===== src/rtl/mips_mc_controller.sv =====
// Multicycle MIPS control FSM: sequences fetch/decode/execute/memory/writeback
// and drives datapath muxes, enables and the 4-bit ALU opcode.
module mips_mc_controller (
  input  logic       clk,
  input  logic       rst_n,
  input  logic [5:0] op,
  input  logic [5:0] funct,
  input  logic       zero,
  input  logic       mem_ready,
  output logic       pc_en,
  output logic       iord,
  output logic       mem_read,
  output logic       mem_write,
  output logic       ir_write,
  output logic       reg_dst,
  output logic       mem_to_reg,
  output logic       reg_write,
  output logic       alu_src_a,
  output logic [1:0] alu_src_b,
  output logic [1:0] pc_src,
  output logic [3:0] alu_op,
  output logic       instr_done,
  output logic       illegal,
  output logic [3:0] state
);
  typedef enum logic [3:0] {
    S_FETCH  = 4'd0,
    S_DECODE = 4'd1,
    S_MEMADR = 4'd2,
    S_MEMRD  = 4'd3,
    S_MEMWB  = 4'd4,
    S_MEMWR  = 4'd5,
    S_EXEC   = 4'd6,
    S_ALUWB  = 4'd7,
    S_BRANCH = 4'd8,
    S_ADDIEX = 4'd9,
    S_IWB    = 4'd10,
    S_JUMP   = 4'd11
  } state_t;

  localparam logic [5:0] OP_LW   = 6'b100011;
  localparam logic [5:0] OP_SW   = 6'b101011;
  localparam logic [5:0] OP_RTYP = 6'b000000;
  localparam logic [5:0] OP_BEQ  = 6'b000100;
  localparam logic [5:0] OP_BNE  = 6'b000101;
  localparam logic [5:0] OP_ADDI = 6'b001000;
  localparam logic [5:0] OP_J    = 6'b000010;

  localparam logic [3:0] ALU_AND = 4'b0000;
  localparam logic [3:0] ALU_OR  = 4'b0001;
  localparam logic [3:0] ALU_ADD = 4'b0010;
  localparam logic [3:0] ALU_SUB = 4'b0110;
  localparam logic [3:0] ALU_SLT = 4'b0111;
  localparam logic [3:0] ALU_NOR = 4'b1100;

  state_t state_q, state_d;
  // lw/sw choice is latched in DECODE so op may change before MEMADR.
  logic   is_sw_q, is_sw_d;

  always_ff @(posedge clk) begin
    if (!rst_n) begin
      state_q <= S_FETCH;
      is_sw_q <= 1'b0;
    end else begin
      state_q <= state_d;
      is_sw_q <= is_sw_d;
    end
  end

  always_comb begin
    state_d    = state_q;
    is_sw_d    = is_sw_q;
    pc_en      = 1'b0;
    iord       = 1'b0;
    mem_read   = 1'b0;
    mem_write  = 1'b0;
    ir_write   = 1'b0;
    reg_dst    = 1'b0;
    mem_to_reg = 1'b0;
    reg_write  = 1'b0;
    alu_src_a  = 1'b0;
    alu_src_b  = 2'b00;
    pc_src     = 2'b00;
    alu_op     = ALU_AND;
    instr_done = 1'b0;
    illegal    = 1'b0;
    state      = state_q;
    case (state_q)
      S_FETCH: begin
        mem_read  = 1'b1;
        alu_src_b = 2'b01;
        alu_op    = ALU_ADD;
        if (mem_ready) begin
          pc_en    = 1'b1;
          ir_write = 1'b1;
          state_d  = S_DECODE;
        end
      end
      S_DECODE: begin
        alu_src_b = 2'b11;
        alu_op    = ALU_ADD;
        is_sw_d   = (op == OP_SW);
        case (op)
          OP_LW, OP_SW:   state_d = S_MEMADR;
          OP_RTYP:        state_d = S_EXEC;
          OP_BEQ, OP_BNE: state_d = S_BRANCH;
          OP_ADDI:        state_d = S_ADDIEX;
          OP_J:           state_d = S_JUMP;
          default: begin
            illegal = 1'b1;
            state_d = S_FETCH;
          end
        endcase
      end
      S_MEMADR: begin
        alu_src_a = 1'b1;
        alu_src_b = 2'b10;
        alu_op    = ALU_ADD;
        state_d   = is_sw_q ? S_MEMWR : S_MEMRD;
      end
      S_MEMRD: begin
        iord     = 1'b1;
        mem_read = 1'b1;
        if (mem_ready) state_d = S_MEMWB;
      end
      S_MEMWB: begin
        mem_to_reg = 1'b1;
        reg_write  = 1'b1;
        instr_done = 1'b1;
        state_d    = S_FETCH;
      end
      S_MEMWR: begin
        iord      = 1'b1;
        mem_write = 1'b1;
        if (mem_ready) begin
          instr_done = 1'b1;
          state_d    = S_FETCH;
        end
      end
      S_EXEC: begin
        alu_src_a = 1'b1;
        state_d   = S_ALUWB;
        case (funct)
          6'b100000: alu_op = ALU_ADD;
          6'b100010: alu_op = ALU_SUB;
          6'b100100: alu_op = ALU_AND;
          6'b100101: alu_op = ALU_OR;
          6'b101010: alu_op = ALU_SLT;
          6'b100111: alu_op = ALU_NOR;
          default: begin
            illegal = 1'b1;
            state_d = S_FETCH;
          end
        endcase
      end
      S_ALUWB: begin
        reg_dst    = 1'b1;
        reg_write  = 1'b1;
        instr_done = 1'b1;
        state_d    = S_FETCH;
      end
      S_BRANCH: begin
        alu_src_a  = 1'b1;
        alu_op     = ALU_SUB;
        pc_src     = 2'b01;
        instr_done = 1'b1;
        pc_en      = ((op == OP_BEQ) & zero) | ((op == OP_BNE) & ~zero);
        state_d    = S_FETCH;
      end
      S_ADDIEX: begin
        alu_src_a = 1'b1;
        alu_src_b = 2'b10;
        alu_op    = ALU_ADD;
        state_d   = S_IWB;
      end
      S_IWB: begin
        reg_write  = 1'b1;
        instr_done = 1'b1;
        state_d    = S_FETCH;
      end
      S_JUMP: begin
        pc_src     = 2'b10;
        pc_en      = 1'b1;
        instr_done = 1'b1;
        state_d    = S_FETCH;
      end
      default: state_d = S_FETCH;
    endcase
    // Reset blanks every output so nothing leaks out of an abandoned instruction.
    if (!rst_n) begin
      pc_en      = 1'b0;
      iord       = 1'b0;
      mem_read   = 1'b0;
      mem_write  = 1'b0;
      ir_write   = 1'b0;
      reg_dst    = 1'b0;
      mem_to_reg = 1'b0;
      reg_write  = 1'b0;
      alu_src_a  = 1'b0;
      alu_src_b  = 2'b00;
      pc_src     = 2'b00;
      alu_op     = 4'b0000;
      instr_done = 1'b0;
      illegal    = 1'b0;
      state      = 4'd0;
    end
  end
endmodule


===== config.mk =====
export PLATFORM = sky130hd
export DESIGN_NAME = mips_mc_controller
export DESIGN_NICKNAME = d
export VERILOG_FILES = /design/src/rtl/mips_mc_controller.sv
export SDC_FILE = /design/constraint.sdc
export NUM_CORES = 1
export LEC_CHECK = 0
export CORE_MARGIN = 3
export CORE_UTILIZATION = 44
export DETAILED_ROUTE_END_ITERATION = 16
export PLACE_DENSITY = 0.85
export SKIP_CTS_REPAIR_TIMING = 1
export SYNTH_ARGS = -nofsm -noshare
export SYNTH_HDL_FRONTEND = slang
export SYNTH_SLANG_ARGS = --single-unit

===== constraint.sdc =====
create_clock -name clk -period 3 [get_ports clk]
set_clock_uncertainty 0.1 [all_clocks]
set_input_delay 0.45 -clock clk [delete_from_list [all_inputs] [get_ports clk]]
set_output_delay 0.45 -clock clk [all_outputs]
set_load 0.05 [all_outputs]

Word-level counts from Yosys, hierarchy flattened:

Cells that the tools add are included.

* bitwise logic cells: 4
* muxes and demuxes: 40
* equality and inequality tests: 26
* reduce and logical (&&, ||, !) cells: 14

Operator list (count)
* $eq 6x6->1 const B: 8
* $pmux 4 s5: 2
* $pmux 4 s7: 1
* $mux 1: 22
* $mux 4: 5
* $eq 4x3->1 const B: 4
* $eq 4x4->1 const B: 4
* $eq 6x3->1 const B: 2
* $pmux 4 s3: 1
* $reduce_or 2->1: 5
* $eq 4x2->1 const B: 2
* $reduce_or 4->1: 2
* $reduce_or 7->1: 1
* $eq 6x2->1 const B: 1
* $eq 6x4->1 const B: 1
* $logic_not 6->1: 1
* $mux 3: 2
* $ne 2x2->1 const B: 3
* $pmux 2 s3: 1
* $reduce_or 6->1: 1
* $reduce_or 5->1: 1
* $eq 4x1->1 const B: 1
* $logic_not 4->1: 1
* $mux 2: 2
* other kinds (8): 10

* input bits: 16
* output and inout port bits: 23
* logic and storage cells: 86
* register bits: 5

Depth between registers and ports, before layout:

Gate-level depths: netlist (run 1).

* depth in word-level cells: 5
* depth in mapped cells: 6

Worst setup path after synthesis (run 1):

No wires, ideal clock.

* kind: register to output
* start: register state_q[1]
* end: output alu_op[3]
* arrival time: 2598 ps
* slack: -148 ps
* required time: 2450 ps
* path buffers: 2
* cell stages (with the launch flop): 6
* cell sequence: dfxtp_1 -> buf_2 -> and2_1 -> buf_2 -> nand3_1 -> nor4_1

* longest elaborated chain between the ends: 4
* elaborated cells between the ends (all ways): 9
* classes of those cells: 5 x eq/ne; 2 x mux; 2 x reduce/logical

Ends and longest elaborated chain
* start, declared: RTL line 56 `state_t state_q, state_d;`
* start signal, assigned: RTL line 65 `state_q <= state_d;`
* $eq 4x1->1 (tied with other cells): RTL line 88 `case (state_q)`
* $reduce_or 4->1 (no line)
* $pmux 4 s3 (*): RTL line 88
* $mux 4 (*): RTL line 190 `if (!rst_n) begin`
* end, declared: RTL line 21 `output logic [3:0] alu_op,`

Every way passes the cells marked *; elsewhere a longest branch is shown, timed or not.

Worst setup path after layout (run 1):

* start: input op[1]
* end: output illegal

* longest elaborated chain between the ends: 5
* elaborated cells between the ends (all ways): 11
* classes of those cells: 6 x eq/ne; 3 x mux; 2 x reduce/logical

Ends and longest elaborated chain
* start, declared: RTL line 6 `input logic [5:0] op,`
* $eq 6x6->1 (tied with other cells): RTL line 103 `case (op)`
* $reduce_or 7->1 (no line) (*)
* $mux 1 (*): RTL line 103
* $pmux 1 s2 (*): RTL line 88
* $mux 1 (*): RTL line 190
* end, declared: RTL line 23 `output logic illegal,`

Marks and branches as above.

==> impl_metrics.json, run 1 <==
{
  "whs_ps": 465,
  "path_class": "input pin to output port",
  "clockBufferDepth": 2,
  "drive_above_1_share_pct": 23.3,
  "htree_levels": 1,
  "grt_use_total_pct": 23.3,
  "coreArea_um2": 1760,
  "synthCells": 126,
  "path_cells": "clkdlybuf4s50_1 > nor4_1 > and2_1 > or4_1 > o22ai_1 > buf_12",
  "finalSetupViolCount": 0,
  "syn_area_um2": 836,
  "start_kind": "input pin",
  "worstPathMaxFanout": 5,
  "ys.flop_type": "dfxtp_1",
  "ir_worst_vdd_uv": 170,
  "hold_violations": 0,
  "ios": 39,
  "ys_warn_count": 0,
  "hpwl_um": 2190,
  "multi_input_area_um2": 668,
  "crit_path_max_incr_delay_ps": 600,
  "cts_num_sinks": 5,
  "fin_cells": 188,
  "cpMaxStageDelayCell": "clkdlybuf4s50_1",
  "start_util_pct": 47.4,
  "synth_nets": 142,
  "post-route-period-util_pct": 92.7,
  "nFillCells": 143,
  "pwr-share-seq_pct": 21.8,
  "min_path_type": "register to register",
  "clock-root-buffer": "clkbuf_4",
  "internal_power_uw": 198,
  "cap_violations": 0,
  "antenna_found_initial": 0,
  "p_clk_share_pct": 23.8,
  "initialDrtViolationCount": 54,
  "synth.distinct_cells": 45,
  "die_h_um": 49.6,
  "crit_family": "buffers and inverters",
  "routed_wl_um": 2940,
  "p_switching_uw": 141,
  "grt_pass1_vias": 1110,
  "worst_setup_path_end_kind": "output port",
  "dp.cells": 184,
  "grt_pass1_wl_um": 4640,
  "drtAntennaViolNets": 0,
  "powerDensity_nw_per_um2": 258,
  "max-slew-margin-rel_pct": 48.4,
  "rrSetupSlack_ps": 1130,
  "cts_tree": "yes",
  "worstPathBufferInverterCount": 2,
  "required_ps": 2450,
  "worst_slew_pin_slew_ps": 773,
  "synth_top_area_share_pct": 12.0,
  "area_growth_syn_to_layout_pct": 57.2,
  "power_uw": 339,
  "die_area_um2": 2460,
  "ys_ff_latch": 5,
  "grt_max_degree": 25,
  "diodes": 0,
  "max_freq_mhz": 360,
  "netSwitchingFraction_pct": 41.7,
  "final_nets": 180,
  "synth_area_leaders": "dfxtp_1, nor2_1, o21ai_0",
  "crit_arrival_ps": 2230,
  "portBuffers": 38,
  "slew_violations": 0,
  "worst_slack_ps": 219,
  "combPwrFrac_pct": 54.4,
  "synth_edf_count": 0,
  "vias": 1186,
  "cts_buffers": 3,
  "cts.clk_slew.worst_paths_ps": 50,
  "synth_area_leader_cell": "dfxtp_1",
  "wl_per_cell_um": 15.7,
  "dp_slack_ps": 247,
  "syn-mean-instance-area_um2": 6.63,
  "tns_ps": 0,
  "fp-row-count": 15,
  "fp.dieW_um": 49.6,
  "period_needed_ps": 2780,
  "regArea_um2": 100,
  "gp_congestion": 0.888,
  "status": "finished, final reports clean",
  "via_per_inst": 6.31,
  "drc_errors": 0,
  "seq_area_frac_synth_pct": 12.0,
  "grt_setup_unrepaired": "no",
  "clk_latency_ps": 250,
  "firstDrtPassIters": 4,
  "grt.overflow.total": 0,
  "async_reset_ff_share_pct": 0,
  "p_leak_nw": 0.505
}
[synthesized netlist by cell type (2+ instances only)]
cell      count
a31oi_1       2
nor4b_2       2
nor4_1        4
clkbuf_1      2
nand2_1       8
a21oi_1       6
o22ai_1       3
inv_1         6
nor3_1        5
nor2_1       14
and2_1        3
xor2_1        2
o21ai_0       9
nand3b_1      3
nor2b_1       4
buf_2         5
dfxtp_1       5
nand3_1       6
or3_1         2
nor4b_1       3
xnor2_1       2
nand2b_1      7
[placed cells by master, fill, tap and decap left out, types with 3 or more instances in the layout]
master,n
nand2_1,8
nand3_1,6
clkbuf_4,3
nor2b_1,4
o22ai_1,3
nand3b_1,3
and2_1,3
nor2_1,14
nand2b_1,7
o21ai_0,9
a21oi_1,6
nor4_1,3
nor4b_1,3
buf_4,18
clkdlybuf4s50_1,15
nor3_1,5
dfxtp_1,5
buf_12,9
inv_1,6
[layer usage]
| metal | part of all wire, % | GRT usage [%] | vias to the layer above |
|---|---|---|---|
| met2 | 49 | 43.4 | 94 |
| met1 | 37 | 24.6 | 534 |
| met5 | 0 | 0 | - |
| met4 | 3.7 | 14.7 | 0 |
| li1 | - | - | 542 |
| met3 | 10 | 2.11 | 16 |
[final timing paths]
path / startpoint / cells after the start / to
max: op[1] / 6 / illegal
min: is_sw_q / 2 / is_sw_q
max reg2reg: state_q[3] / 4 / state_q[2]
min reg2reg: is_sw_q / 2 / is_sw_q
[worst register-to-register path, delay by kind of cell, from the launching register on]
family | cells | cell delay, ps
flip-flops | 1 | 810
AO/OA/AOI/OAI | 2 | 460
AND/OR/NAND/NOR | 2 | 360
[stage by stage]
| stage | cell area, um^2 | utilization (%) |
|---|---|---|
| 4_1_cts | 1310 | 74.5 |
| 3_3_place_gp | 1290 | 73.0 |
| 6_report | 1310 | 74.5 |
| 2_1_floorplan | 842 | - |
| 5_1_grt | 1310 | 74.5 |
| 3_5_place_dp | 1290 | 73.0 |
[power groups by stage]
stage | registers [mW] | clock network [mW] | logic, mW
floorplan | 0.0722 | 0 | 0.111
global placement | 0.0747 | 0 | 0.177
detailed placement | 0.0749 | 0 | 0.181
CTS | 0.0737 | 0.0783 | 0.183
global route | 0.0743 | 0.0832 | 0.194
finish | 0.0739 | 0.0806 | 0.184
[state kept, by name, indices dropped and copies added (netlist names)]
signal,flops
is_sw_q,1
state_q,4
[final cells by class]
class                      count  area share, %
multi-input combinational    106           50.9
timing repair buffer          42           35.4
sequential                     5           7.62
tap                           25           2.38
clock buffer                   4           2.00
inverter                       6           1.71
[cell families after synthesis]
| family | after synthesis | share of synthesized area, % |
|---|---|---|
| flip-flops | 5 | 12.0 |
| AND/OR/NAND/NOR | 70 | 50.3 |
| buffers and inverters | 15 | 8.83 |
| multiplexers | 2 | 2.54 |
| AO/OA/AOI/OAI | 30 | 22.2 |
| XOR/XNOR | 4 | 4.19 |
No activity file was read; power rests on OpenSTA's default activity.
==> run 2: changes to the inputs <==
GPL_TIMING_DRIVEN = 0   (was not set)
SETUP_SLACK_MARGIN = 0.4   (was not set)
==> run 2 against run 1 <==
Net effect: final area up 0.19%; fmax is 0.20% lower; clock power up 2%; largest power group unchanged; die area did not move; core utilization is 0.14 points higher; global-route usage fell by 0.94 points.
==> impl_metrics.json, run 2 (synthesis gave the netlist of run 1 again) <==
{
  "hold_start": "is_sw_q",
  "fp.dieW_um": 49.6,
  "antenna_found_initial": 0,
  "dp.cells": 189,
  "routed_wl_um": 2730,
  "initialDrtViolationCount": 38,
  "multi_input_area_um2": 698,
  "area_growth_syn_to_layout_pct": 57.5,
  "worstPathMaxFanout": 6,
  "combPwrFrac_pct": 53.3,
  "crit_family": "buffers and inverters",
  "wl_per_cell_um": 14.1,
  "crit_path_max_incr_delay_ps": 560,
  "final_area_um2": 1320,
  "pwr-share-seq_pct": 21.7,
  "p_leak_nw": 0.743,
  "largest_register_ffs": 4,
  "clock-root-buffer": "clkbuf_4",
  "regArea_um2": 100,
  "period_needed_ps": 2790,
  "utilization_pct": 74.6,
  "clockBufferDepth": 2,
  "tns_ps": 0,
  "gp_congestion": 0.937,
  "p_switching_uw": 140,
  "cap_violations": 0,
  "path_class": "input pin to output port",
  "clk_latency_ps": 250,
  "path_cells": "clkdlybuf4s50_1 > and2_4 > nand2_1 > or4_1 > o22ai_1 > clkbuf_2",
  "diodes": 0,
  "firstDrtPassIters": 4,
  "die_area_um2": 2460,
  "power_uw": 329,
  "slew_violations": 0,
  "via_per_inst": 5.83,
  "final_nets": 185,
  "drive_above_1_share_pct": 19.0,
  "rrSetupSlack_ps": 1370,
  "holdPathStages": 2,
  "drc_errors": 0,
  "drtAntennaViolNets": 0,
  "place_area_um2": 1280,
  "layout_common_cells": "dlymetal6s2s_1, nor2_1, clkdlybuf4s50_1, o21ai_0, nand2_1",
  "ios": 39,
  "powerDensity_nw_per_um2": 250,
  "cts_num_sinks": 5,
  "crit_arrival_ps": 2240,
  "status": "finished, final reports clean",
  "layout_commonest_cell": "dlymetal6s2s_1",
  "fp-row-count": 15,
  "hpwl_um": 2150,
  "ir_worst_vdd_uv": 225,
  "grt_pass1_vias": 995,
  "min_path_type": "register to register",
  "worst_setup_path_end_kind": "output port",
  "rr_startpoint": "state_q[1]",
  "htree_levels": 1,
  "grt_setup_unrepaired": "yes",
  "post-route-period-util_pct": 92.9,
  "start_kind": "input pin",
  "vias": 1126,
  "die_h_um": 49.6,
  "p_clk_share_pct": 25.1,
  "r2r_cells": 5,
  "cts.clk_slew.worst_paths_ps": 40,
  "r2r_end": "state_q[2]",
  "grt_pass1_wl_um": 4460,
  "worstPathBufferInverterCount": 2,
  "fin_cells": 193,
  "portBuffers": 38,
  "start_util_pct": 47.4,
  "cts_tree": "yes",
  "max-slew-margin-rel_pct": 64.8,
  "coreArea_um2": 1760,
  "cts_buffers": 3,
  "grt.overflow.total": 0,
  "netSwitchingFraction_pct": 42.6,
  "grt_max_degree": 11,
  "max_freq_mhz": 359,
  "hold_violations": 0,
  "grt_use_total_pct": 22.4,
  "worst_slew_pin_slew_ps": 528,
  "nFillCells": 164,
  "cpMaxStageDelayCell": "clkdlybuf4s50_1",
  "worstHoldEndpoint": "is_sw_q",
  "regMostFlops": "state_q",
  "top_regs": "state_q (4), is_sw_q (1)",
  "finalSetupViolCount": 0,
  "required_ps": 2450,
  "internal_power_uw": 189
}
-- run 2: cell types whose count changed in the layout (fill, tap and decap cells not counted), moves of 2 or more --
cell / change
buf_2: +7
nor4b_2: +2
nor4_2: +2
buf_4: -16
dlymetal6s2s_1: +16
nor4b_1: -2
buf_12: -9
clkbuf_2: +5
nor4_1: -2
-- run 2: worst max-delay path by stage --
| stage | start | endpoint | slack (ps) | cells past startpoint |
|---|---|---|---|---|
| 2_1_floorplan | state_q[0] | alu_src_a | 400 | 5 |
| 3_3_place_gp | rst_n | illegal | -300 | 6 |
| 3_5_place_dp | rst_n | illegal | -270 | 6 |
| 4_1_cts | rst_n | illegal | -300 | 6 |
| 5_1_grt | rst_n | illegal | 100 | 6 |
| 6_report | rst_n | illegal | 210 | 6 |
-- run 2: tightest hold or removal path, cell delays in order, from the launching register on --
cell and delay (ps):
dfxtp_1 310, mux2i_1 120, nor2b_1 60
-- run 2: area by class of cell --
cell class              instances  area share [%]
inverters                       6            1.71
repair buffers                 38            29.3
flip-flops and latches          5            7.60
plain buffers                   9            3.99
clock buffers                   4            2.00
multi-input cells             106            53.0
well taps                      25            2.38
-- run 2: per-layer routing --
metal | part of all wire, % | vias to the layer above | track usage, %
met5 | 0 | - | 0
met4 | 2.1 | 0 | 6.91
met3 | 9.2 | 6 | 5.14
met2 | 48 | 73 | 39.4
met1 | 41 | 501 | 26.5
li1 | - | 546 | -
-- run 2: power by group through the flow --
stage	clock [mW]	combinational (mW)	sequential [mW]
finish	0.0824	0.175	0.0712
global route	0.0906	0.188	0.0712
CTS	0.0834	0.178	0.0712
detailed placement	0	0.177	0.0724
global placement	0	0.175	0.0723
floorplan	0	0.114	0.0722
-- run 2: stage by stage --
stage	setup WS (ps)	hold WS, ps
2_1_floorplan	396	407
3_3_place_gp	-296	436
3_5_place_dp	-272	439
4_1_cts	-303	447
5_1_grt	95.2	488
6_report	214	440
==> run 3: changes to the inputs <==
CAP_MARGIN = 40   (was not set)
RECOVER_POWER = 25   (was not set)
==> run 3 against run 2 <==
Net effect: count of clock-buffer cells in the layout did not move; final cell count unchanged; sequential share of layout area is 0.14 points higher; largest power group unchanged; clock power is 2% lower; critical endpoint unchanged.
==> impl_metrics.json, run 3 (synthesis gave the netlist of run 1 again) <==
{
  "hold_violations": 0,
  "clk_latency_ps": 250,
  "antenna_found_initial": 0,
  "rr_startpoint": "state_q[1]",
  "hold_start": "is_sw_q",
  "cts_buffers": 3,
  "grt_max_degree": 11,
  "path_class": "input pin to output port",
  "post-route-period-util_pct": 94.7,
  "drtAntennaViolNets": 0,
  "diodes": 0,
  "top_regs": "state_q (4), is_sw_q (1)",
  "worst_setup_path_end_kind": "output port",
  "wl_per_cell_um": 14.2,
  "start_util_pct": 47.4,
  "powerDensity_nw_per_um2": 251,
  "r2r_end": "state_q[2]",
  "crit_arrival_ps": 2290,
  "cap_violations": 0,
  "nFillCells": 170,
  "hpwl_um": 2150,
  "combPwrFrac_pct": 53.3,
  "grt.overflow.total": 0,
  "period_needed_ps": 2840,
  "ir_worst_vdd_uv": 225,
  "largest_register_ffs": 4,
  "worst_slew_pin_slew_ps": 611,
  "via_per_inst": 5.82,
  "crit_path_max_incr_delay_ps": 600,
  "clockBufferDepth": 2,
  "vias": 1123,
  "max_freq_mhz": 352,
  "htree_levels": 1,
  "cts_num_sinks": 5,
  "layout_common_cells": "nor2_1, dlymetal6s2s_1, clkdlybuf4s50_1, o21ai_0, nand2_1",
  "netSwitchingFraction_pct": 42.6,
  "r2r_cells": 5,
  "cpMaxStageDelayCell": "dlygate4sd3_1",
  "p_clk_share_pct": 24.8,
  "die_area_um2": 2460,
  "regArea_um2": 100,
  "regMostFlops": "state_q",
  "clock-root-buffer": "clkbuf_4",
  "worstPathMaxFanout": 4,
  "grt_use_total_pct": 22.4,
  "max-slew-margin-rel_pct": 59.4,
  "cts_tree": "yes",
  "multi_input_area_um2": 692,
  "rrSetupSlack_ps": 1290,
  "fp-row-count": 15,
  "utilization_pct": 73.3,
  "grt_setup_unrepaired": "yes",
  "finalSetupViolCount": 0,
  "final_nets": 185,
  "grt_pass1_wl_um": 4460,
  "slew_violations": 0,
  "status": "finished, final reports clean",
  "path_cells": "dlygate4sd3_1 > or4_4 > nor3b_1 > or4_1 > o22ai_1 > clkbuf_2",
  "drive_above_1_share_pct": 18.5,
  "min_path_type": "register to register",
  "area_growth_syn_to_layout_pct": 54.6,
  "drc_errors": 0,
  "firstDrtPassIters": 4,
  "ios": 39,
  "fp.dieW_um": 49.6,
  "p_switching_uw": 139,
  "portBuffers": 38,
  "cts.clk_slew.worst_paths_ps": 40,
  "pwr-share-seq_pct": 21.9,
  "internal_power_uw": 186,
  "worstSetupStartpoint": "op[0]",
  "p_leak_nw": 0.703,
  "initialDrtViolationCount": 37,
  "required_ps": 2450,
  "gp_congestion": 0.937,
  "start_kind": "input pin",
  "grt_pass1_vias": 995,
  "routed_wl_um": 2750,
  "power_uw": 325,
  "coreArea_um2": 1760,
  "worstSetupEndpoint": "illegal",
  "die_h_um": 49.6
}
==> run 3: changes by cell type in the layout (fill, tap and decap cells not counted), sizes merged <==
cell,delta
clkdlybuf4s50,-1
dlymetal6s2s,-2
clkbuf,+2
dlygate4sd3,+1
==> run 3: layer usage <==
metal	part of all wire, %	vias to the layer above	global-route usage [%]
met1	41	508	26.5
li1	-	543	-
met3	8.4	8	5.14
met4	2.9	0	6.91
met2	48	64	39.4
met5	0	-	0
==> run 3: metrics by stage <==
stage | setup TNS, ps | std cells | hold slack, ps | worst slack [ps] | instance area (um^2)
3_3_place_gp | -560 | 189 | 436 | -296 | 1280
3_5_place_dp | -492 | 189 | 439 | -272 | 1280
2_1_floorplan | 0 | 126 | 407 | 396 | 866
5_1_grt | 0 | 193 | 488 | 80.3 | 1290
6_report | 0 | 193 | 439 | 159 | 1290
4_1_cts | -630 | 193 | 447 | -303 | 1300
==> run 3: power groups by stage <==
| stage | logic [mW] | registers, mW | clock network, mW |
|---|---|---|---|
| 2_1_floorplan | 0.114 | 0.0722 | 0 |
| 3_3_place_gp | 0.175 | 0.0723 | 0 |
| 3_5_place_dp | 0.177 | 0.0724 | 0 |
| 4_1_cts | 0.178 | 0.0712 | 0.0834 |
| 5_1_grt | 0.185 | 0.0712 | 0.0906 |
| 6_report | 0.173 | 0.0713 | 0.0806 |
==> run 3: worst min path at each step <==
| stage | end | slack, ps | cells after the start |
|---|---|---|---|
| after floorplan | is_sw_q | 410 | 2 |
| after global placement | is_sw_q | 440 | 2 |
| after detailed placement | is_sw_q | 440 | 2 |
| after CTS | is_sw_q | 450 | 2 |
| after global routing | is_sw_q | 490 | 2 |
| final | is_sw_q | 440 | 2 |
==> run 3: final cells by class <==
cell class	instances	area share [%]
plain buffers	9	4.07
clock buffers	4	2.03
inverters	6	1.74
multi-input cells	106	53.5
flip-flops and latches	5	7.74
well taps	25	2.42
repair buffers	38	28.5
==> run 3: critical path, delay by kind of cell <==
kind	cells	cell delay, ps
AND/OR/NAND/NOR	3	910
buffers and inverters	2	860
AO/OA/AOI/OAI	1	70
